**config.mk**
```make
export PLATFORM = sky130hd
export DESIGN_NAME = bitstream_loss_head
export DESIGN_NICKNAME = d
export VERILOG_FILES = /design/src/rtl/bitstream_loss_head.sv
export SDC_FILE = /design/constraint.sdc
export NUM_CORES = 1
export LEC_CHECK = 0
export ABC_AREA = 1
export BUFFER_PORTS_ARGS = -buffer_cell sky130_fd_sc_hd__buf_2
export CORE_MARGIN = 2
export CORE_UTILIZATION = 40
export DETAILED_ROUTE_END_ITERATION = 12
export GPL_TIMING_DRIVEN = 0
export HOLD_SLACK_MARGIN = 0.02
export MAX_ROUTING_LAYER = met4
export PLACE_DENSITY = 0.63
export SLEW_MARGIN = 20
export SYNTH_ARGS = -nofsm -noshare
export SYNTH_HDL_FRONTEND = slang
export SYNTH_SLANG_ARGS = --single-unit
```
**constraint.sdc**
```tcl
create_clock -name clk_in -period 2.1 [get_ports clk_in]
set_clock_uncertainty 0.2 [all_clocks]
set_input_delay 0.42 -clock clk_in [delete_from_list [all_inputs] [get_ports clk_in]]
set_output_delay 0.42 -clock clk_in [all_outputs]
set_load 0.01 [all_outputs]
```
**src/rtl/bitstream_loss_head.sv**
```systemverilog
// Loss stage for a bitstream unit: counts forward ones over a window, then drives |target-count| backward pulses.
// Optional deadband on the error is enabled by defining BITSTREAM_LOSS_DEADBAND_EN.
module bitstream_loss_head #(
  parameter int unsigned WINDOW   = 256,
  parameter int unsigned CNT_W    = $clog2(WINDOW + 1),
  parameter int unsigned DEADBAND = 2
) (
  input  logic             clk_in,
  input  logic             rst_in,
  input  logic             start_in,
  input  logic [CNT_W-1:0] target_in,
  input  logic             fin,
  output logic             fd_prop,
  output logic             bk_prop,
  output logic             bout,
  output logic [CNT_W-1:0] count_out,
  output logic [CNT_W:0]   error_out,
  output logic             busy_out,
  output logic             done_out
);

  typedef enum logic [2:0] {IDLE, FWD, CMP, BWD, DONE} state_t;

  localparam logic [CNT_W-1:0] WIN = CNT_W'(WINDOW);
  localparam logic [CNT_W-1:0] DB  = CNT_W'(DEADBAND);
  localparam logic [CNT_W-1:0] ONE = CNT_W'(1);
`ifdef BITSTREAM_LOSS_DEADBAND_EN
  localparam logic DB_EN = 1'b1;
`else
  localparam logic DB_EN = 1'b0;
`endif

  state_t           state, state_nxt;
  logic [CNT_W-1:0] target_q, ones_q, cnt_q;
  logic             dir_q;
  logic [CNT_W:0]   err_raw, err;
  logic [CNT_W-1:0] mag_raw, mag;
  logic             db_hit;

  // Error magnitude is taken directly from the operands so no sign-extended bit goes unused.
  always_comb begin
    err_raw = {1'b0, target_q} - {1'b0, ones_q};
    mag_raw = err_raw[CNT_W] ? (ones_q - target_q) : (target_q - ones_q);
    db_hit  = DB_EN && (mag_raw <= DB);
    err     = db_hit ? '0 : err_raw;
    mag     = db_hit ? '0 : mag_raw;
  end

  always_ff @(posedge clk_in) begin
    if (!rst_in) state <= IDLE;
    else         state <= state_nxt;
  end

  always_comb begin
    state_nxt = state;
    fd_prop   = 1'b0;
    bk_prop   = 1'b0;
    bout      = 1'b0;
    busy_out  = 1'b1;
    done_out  = 1'b0;
    unique case (state)
      IDLE: begin
        busy_out = 1'b0;
        if (start_in) state_nxt = FWD;
      end
      FWD: begin
        fd_prop = 1'b1;
        if (cnt_q == ONE) state_nxt = CMP;
      end
      CMP: state_nxt = (mag == '0) ? DONE : BWD;
      BWD: begin
        bk_prop = 1'b1;
        bout    = dir_q;
        if (cnt_q == ONE) state_nxt = DONE;
      end
      DONE: begin
        done_out  = 1'b1;
        state_nxt = IDLE;
      end
      default: state_nxt = IDLE;
    endcase
  end

  // One down-counter serves both the forward window and the backward pulse train.
  always_ff @(posedge clk_in) begin
    if (!rst_in) begin
      target_q  <= '0;
      ones_q    <= '0;
      cnt_q     <= '0;
      dir_q     <= 1'b0;
      count_out <= '0;
      error_out <= '0;
    end else begin
      unique case (state)
        IDLE: if (start_in) begin
          target_q <= (target_in > WIN) ? WIN : target_in;
          ones_q   <= '0;
          cnt_q    <= WIN;
        end
        FWD: begin
          ones_q <= ones_q + {{(CNT_W-1){1'b0}}, fin};
          cnt_q  <= cnt_q - ONE;
        end
        CMP: begin
          count_out <= ones_q;
          error_out <= err;
          cnt_q     <= mag;
          dir_q     <= ~err[CNT_W];
        end
        BWD:  cnt_q <= cnt_q - ONE;
        default: ;
      endcase
    end
  end

endmodule
```
==> summary.md, run 1 <==
| Metric | Value |
|---|---|
| Post-Syn Instances | around 470 |
| Initial DRC Count | between 200 and 250 |
| Critical path fanouts, max | 3 |
| Top FF cell, synth | dfxtp_1 |
| Synth Net Count | 502 |
| Status | complete, but fails checks |
| H-tree depth | 2 |
| NetSw | ~2.9 mW |
| Sequential share of power | 21.7% |
| CTS clk-pin slew, worst paths | 0.10 ns |
| Synth cell types | 43 |
| Largest net degree at the start of global routing | 16 |
| Fin. max-slew vios | 0 |
| RSZ-0062 raised after global routing | yes |
| Root buffer cell | clkbuf_8 |
| Number of enable flip-flop cells after synthesis | 0 |
| PortBufs | 36 |
| Share of cells above drive strength 1 | 38.5% |
| Setup crit start kind | flop |
| DR vias | about 3400 |
| Setup ws final | -0.470 ns |
| RePlAce Congestion | between 0.9 and 1 |
| Post-Place Worst Slack | -0.412 ns |
| Crit Path Category | reg -> reg |
| Die H | roughly 93 um |
| Filler instances | about 710 |
| Area Growth Syn to Fin | 40.4% |
| Worst slew pin tran | slightly above 0.6 ns |
| Worst setup EP type | flop |
| Initial antenna violation count | 0 |
| Placeable Area | just under 8000 um^2 |
| Post-Synthesis Cell Area | about 3200 um^2 |
| Endpoints failing hold | 0 |
| Synth Area in Adders | around a tenth |
| Max clock buf depth | 2 |
| Most common cell after layout, fill and taps aside | nand2_1 |
| Reg-to-reg endpoint | state[1]$_SDFFE_PN0P_ |
| Max_slew headroom | between 50% and 60% |
| Final routed DRC violation total | 0 |
| Final worst path period need | about 2.6 ns |
| Crit path DAT | approximately 2.6 ns |
| Sw Share | 46.1% |
| First-pass GRT wire length | between 10 and 15 mm |
| Post-synthesis simple-gate area fraction | about 29% |
| Total die area | 8630 um^2 |
| Hold WC Path Type | in -> reg |
| Reg2Reg Launch Point | target_q[0]$_SDFFE_PN0P_ |
| Total gr overflow | 0 |
| Clock share of power | 13.4% |
| GRT Util Overall | between 20 and 25% |
| DRT Pass-1 Iters | 5 |
| Synth Warn # | 0 |
| Most frequent cells in the layout | 91 x nand2_1, 47 x inv_1, 36 x buf_2 |
| Rows | 32 |
| Num CTS Buffers | 5 |
| Sink Count | 50 |
| FMAX | 389 MHz |
| Critical Path RT | approximately 2.1 ns |
| Antenna viol nets, final | 0 |
| Placed insts | ~600 |
| Hold Slack | 0.158 ns |
| Syn Area/Cell | between 6 and 7 um^2 |
| Finished Layout Cells | 650 |
| # nets final | 583 |
| Worst vdd ir | between 0.0006 and 0.0007 V |
| Worst hold stages | 3 |
| Hold Path End | target_q[7]$_SDFFE_PN0P_ |
| Vias per inst | 5.16 |
| CTS tree | done |
| Max Cap Violations | 0 |
| Pwr/cell area | ~1400 nW/um^2 |
| # IOs | 37 |
| Async SR Flop Fraction | 0% |
| Final WL | slightly below 10 mm |
| Leakage Power | a little under 2 nW |
| Skew-Pair Late Insertion Delay | 0.32 ns |
| Pint | roughly 3.4 mW |
| Worst Reg-to-Reg Cells | 17 |
| DP HPWL | 6.28 mm |
| Failing checks | setup timing |
| Yosys reg bits | 50 |
| Register area share after synthesis | 31.7% |
| Xor/xnor cell area share of the yosys netlist | approximately 2.2% |
| Post-synthesis mux area share | 0% |
| Number of global-route vias before repair | around 3200 |
| N_diodes | 0 |
| Hold_sp | target_in[7] |
| Starting Density | 41.1% |
| Final setup vio count | 10 |
| Worst reg2reg setup slack | -0.47 ns |
| Combinational power share | between 60% and 70% |
| Compound-cell area share of the yosys netlist | between 10% and 20% |
| Largest family of logic cells by synthesized area | simple AND/OR/NAND/NOR gates |
| Wire length per cell | 14.8 um |
| Chip width | 92.9 um |
| Final setup TNS | -2.13 ns |
| Period Utilization, post-route | 122% |
## synthesized netlist by cell type, types with 2 or more instances
cell type  number  area [um^2]
inv_2           9         33.8
o21ai_0        18         90.1
nand3_2         3         30.0
a31oi_1         6         37.5
nand2_2         5         31.3
nor3_1          2         10.0
a22oi_1         2         15.0
or4_1           2         15.0
dfxtp_1        50         1000
xor2_1          7         61.3
ha_1           21          263
or2_2           2         12.5
nand3_1        37          185
o22ai_1         3         18.8
o21ai_1         2         10.0
nand2_1       122          458
a21oi_1        36          180
inv_1          64          240
a221oi_1        2         17.5
fa_1            2         40.0
nor2_1         28          105
a211oi_1        8         60.1
clkbuf_1       10         37.5
o211ai_1        6         45.0
## kinds of logic (layout without fill, tap and decap cells)
logic type	Yosys count	in the layout
flip-flops	50	50
AND/OR/NAND/NOR	208	208
adder cells (fa/ha/maj)	23	23
buffers and inverters	88	170
AO/OA/AOI/OAI	89	89
XOR/XNOR	8	8
## power by group through the flow
stage | Clock, mW | Combinational [mW] | Sequential, mW
finish | 0.842 | 4.09 | 1.37
global route | 0.897 | 4.47 | 1.40
CTS | 0.853 | 3.55 | 1.36
detailed placement | 0 | 2.77 | 1.37
global placement | 0 | 2.72 | 1.37
floorplan | 0 | 2.09 | 1.39
## area by class of cell
| cell class | count | area [um^2] | share of cell area [%] |
|---|---|---|---|
| multi-input cells | 328 | 2240 | 50.4 |
| flip-flops and latches | 50 | 1050 | 23.6 |
| repair buffers | 77 | 539 | 12.1 |
| inverters | 74 | 298 | 6.71 |
| well taps | 102 | 128 | 2.87 |
| clock buffers | 6 | 82.6 | 1.86 |
| clock inverters | 2 | 60.1 | 1.35 |
| plain buffers | 11 | 48.8 | 1.10 |
## metal layers
layer	vias to the layer above	GRT usage, %	part of all wire (%)
met3	22	3.01	4.2
li1	1682	-	-
met4	0	6.99	2.5
met1	1558	28.6	44
met5	-	-	0
met2	91	36.3	49
## worst max path at each step
stage	slack (ns)	cells past startpoint	to	startpoint
after floorplan	-0.06	16	state[0]$_SDFFE_PN0P_	ones_q[0]$_SDFFE_PN0P_
after global placement	-0.41	16	state[1]$_SDFFE_PN0P_	ones_q[8]$_SDFFE_PN0P_
after detailed placement	-0.41	18	state[0]$_SDFFE_PN0P_	ones_q[4]$_SDFFE_PN0P_
after CTS	-0.33	18	state[0]$_SDFFE_PN0P_	ones_q[0]$_SDFFE_PN0P_
after global routing	-0.56	17	state[1]$_SDFFE_PN0P_	target_q[0]$_SDFFE_PN0P_
final	-0.47	17	state[1]$_SDFFE_PN0P_	target_q[0]$_SDFFE_PN0P_
## per-stage QoR
step | utilization (%) | cell area [um^2] | total power, mW
after global placement | 45.7 | 3510 | 4.09
after CTS | 54.1 | 4160 | 5.76
after detailed placement | 45.7 | 3510 | 4.15
final | 57.7 | 4440 | 6.30
after floorplan | - | 3200 | 3.48
after global routing | 57.7 | 4440 | 6.77
## critical path, stage by stage, from the launching register on
cell     delay, ns
dfxtp_4       0.38
inv_2         0.06
ha_4          0.13
inv_4         0.04
fa_2          0.41
nand2_2       0.12
nand3_4       0.10
nand2_4       0.11
xor2_4        0.17
nand2_2       0.08
nand2_2       0.07
nand3_2       0.09
nor2_4        0.14
nand2_2       0.09
nand2_2       0.07
nand2_1       0.06
nand2_1       0.08
a21oi_2       0.05
## sequential cells by signal (all words and copies together) (netlist names)
| register | count |
|---|---|
| error_out | 10 |
| cnt_q | 9 |
| count_out | 9 |
| ones_q | 9 |
| target_q | 9 |
| state | 3 |
| dir_q | 1 |
## repair_timing
item                                   CTS  global route
cloned                                   1             0
resized for setup                       80            61
setup endpoints to repair                7            25
pin swaps                               27            34
buffers inserted                        29            12
hold buffers                             0             0
endpoints found under the hold margin    0             0
Power figures use the tool's default switching activity.
==> inputs of run 2 (changes only) <==
==> constraint.sdc (replaced) <==
create_clock -name clk_in -period 2.1 [get_ports clk_in]
set_clock_uncertainty 0.2 [all_clocks]
set_input_delay 0.105 -clock clk_in [delete_from_list [all_inputs] [get_ports clk_in]]
set_output_delay 0.105 -clock clk_in [all_outputs]
set_load 0.01 [all_outputs]
==> run 2 against run 1 <==
The run still ends with setup timing left. Die area is the same. Critical path depth is the same. Sequential power is essentially flat. Count of clock-buffer cells in the layout is the same. Global-route usage grew 0.46 points.
==> summary.md, run 2 (synthesis results as in run 1) <==
| Metric | Value |
|---|---|
| Hold Path End | state[2]$_SDFFE_PN0P_ |
| Crit path DAT | 2.55 ns (about the same) |
| Max reg flops | 10 (unchanged) |
| Worst hold stages | 3 (unchanged) |
| Starting Density | 41.1% (unchanged) |
| Die H | 92.9 um (unchanged) |
| CTS tree | done |
| Initial DRC Count | 219 (-1.8%) |
| Worst setup EP type | flop |
| DRT Pass-1 Iters | 5 (unchanged) |
| Initial antenna violation count | 0 (unchanged) |
| Worst slew pin tran | 0.606 ns (-0.0120 ns) |
| # IOs | 37 (unchanged) |
| Final WL | 9.90 mm (+2.9%) |
| Hold_sp | start_in |
| RSZ-0062 raised after global routing | yes |
| Reg2Reg Launch Point | target_q[0]$_SDFFE_PN0P_ |
| Failing checks | setup timing |
| Share of cells above drive strength 1 | 37.7% (-0.76 points) |
| Chip width | 92.9 um (unchanged) |
| Critical path fanouts, max | 3 (unchanged) |
| Total die area | 8630 um^2 (unchanged) |
| Status | complete, but fails checks |
| N_diodes | 0 (unchanged) |
| Worst vdd ir | 0.000686 V (+0.35%) |
| Placeable Area | 7690 um^2 (unchanged) |
| First-pass GRT wire length | 15.1 mm (+2.1%) |
| Antenna viol nets, final | 0 (unchanged) |
| Root buffer cell | clkbuf_8 |
| Hold WC Path Type | in -> reg |
| Period Utilization, post-route | 122% (-0.42 points) |
| Area Growth Syn to Fin | 43.8% |
| Fin util | 59.1% (+1.4 points) |
| Max_slew headroom | 59.6% (+0.80 points) |
| Number of global-route vias before repair | 3251 (+1.7%) |
| PortBufs | 36 (unchanged) |
| Most frequent cells in the layout | 91 x nand2_1, 47 x inv_1, 36 x buf_2 |
| RePlAce Congestion | 0.913 (unchanged) |
| Num CTS Buffers | 5 (unchanged) |
| Final worst path period need | 2.56 ns (-0.00878 ns) |
| Wire length per cell | 15.0 um (+1.2%) |
| Vias per inst | 5.12 (-0.75%) |
| # nets final | 594 (+1.9%) |
| DP HPWL | 6.28 mm (unchanged) |
| Sink Count | 50 (unchanged) |
| Most flop-heavy register | error_out |
| Pwr/cell area | 1390 nW/um^2 (-2.2%) |
| Setup ws final | -0.461 ns (+0.00878 ns) |
| Worst Reg-to-Reg Cells | 17 (unchanged) |
| Max clock buf depth | 2 (unchanged) |
| Leakage Power | 2.03 nW (+2.3%) |
| Post-Place Worst Slack | -0.412 ns (unchanged) |
| Total gr overflow | 0 (unchanged) |
| Crit Path Category | reg -> reg |
| Skew-Pair Late Insertion Delay | 0.32 ns (about the same) |
| CTS clk-pin slew, worst paths | 0.10 ns (about the same) |
| Max Cap Violations | 0 (unchanged) |
| Critical Path RT | 2.09 ns (about the same) |
| Final routed DRC violation total | 0 (unchanged) |
| Largest net degree at the start of global routing | 16 (unchanged) |
| Rows | 32 (unchanged) |
| H-tree depth | 2 (unchanged) |
| Reg-to-reg endpoint | state[1]$_SDFFE_PN0P_ |
| FMAX | 390 MHz (+0.34%) |
| Most common cell after layout, fill and taps aside | nand2_1 |
| DR vias | 3384 (+0.92%) |
| Final setup vio count | 11 (+1) |
| Setup crit start kind | flop |
| Fin. max-slew vios | 0 (unchanged) |
| GRT Util Overall | 22.7% (+0.46 points) |
| Endpoints failing hold | 0 (unchanged) |
| Filler instances | 691 (-2.0%) |
| Worst reg2reg setup slack | -0.46 ns (about the same) |
==> run 2: worst max-delay path, cell delays in order, from the launching register on <==
cell	delay (ns)
dfxtp_4	0.38
inv_2	0.06
ha_4	0.13
inv_4	0.04
fa_2	0.41
nand2_2	0.11
nand3_4	0.10
nand2_4	0.11
xor2_4	0.17
nand2_2	0.08
nand2_2	0.07
nand3_2	0.09
nor2_4	0.14
nand2_2	0.09
nand2_2	0.07
nand2_1	0.06
nand2_1	0.08
a21oi_2	0.05
==> run 2: repair_timing <==
item                                   CTS  global route
cloned                                   1             0
setup endpoints to repair                5            23
buffers inserted                        29            12
pin swaps                               27            34
resized for setup                       77            64
endpoints found under the hold margin   13             0
hold buffers                            11             0
==> run 2: area by class of cell <==
type,count,area (um^2),share of cell area [%]
multi-input cells,328,2240,49.2
flip-flops and latches,50,1050,23.0
repair buffers,88,649,14.3
inverters,74,298,6.55
well taps,102,128,2.81
clock buffers,6,82.6,1.82
clock inverters,2,60.1,1.32
plain buffers,11,46.3,1.02
==> run 2: how the worst max path moves through the flow <==
stage,startpoint,endpoint,slack [ns]
CTS,ones_q[0]$_SDFFE_PN0P_,state[0]$_SDFFE_PN0P_,-0.33
floorplan,ones_q[0]$_SDFFE_PN0P_,state[0]$_SDFFE_PN0P_,-0.06
detailed placement,ones_q[4]$_SDFFE_PN0P_,state[0]$_SDFFE_PN0P_,-0.41
finish,target_q[0]$_SDFFE_PN0P_,state[1]$_SDFFE_PN0P_,-0.46
global route,target_q[0]$_SDFFE_PN0P_,state[1]$_SDFFE_PN0P_,-0.55
global placement,ones_q[8]$_SDFFE_PN0P_,state[1]$_SDFFE_PN0P_,-0.41
==> run 2: through the flow <==
step / TNS [ns] / total power, mW / cells / hold slack (ns) / cell area, um^2
after CTS: -1.31 / 5.76 / 652 / 0.0383 / 4260
after floorplan: -0.115 / 3.48 / 466 / 0.0404 / 3200
after global routing: -4.04 / 6.77 / 661 / 0.0701 / 4550
after detailed placement: -1.28 / 4.15 / 604 / 0.163 / 3510
final: -2.08 / 6.31 / 661 / 0.0448 / 4550
after global placement: -1.29 / 4.09 / 604 / 0.158 / 3510
==> run 2: report_power, final <==
part           leakage (nW)  internal (mW)  total (mW)  switching [mW]
sequential            0.418           1.18        1.37           0.184
clock                0.0714          0.508       0.844           0.336
combinational          1.54           1.71        4.10            2.39
total                  2.03           3.40        6.31            2.91
==> run 2: per-layer routing <==
layer  track usage (%)  share of wire [%]
met1              29.4                 43
met3              3.01                5.4
met5                 -                  0
met4              6.99                2.2
met2              36.8                 49
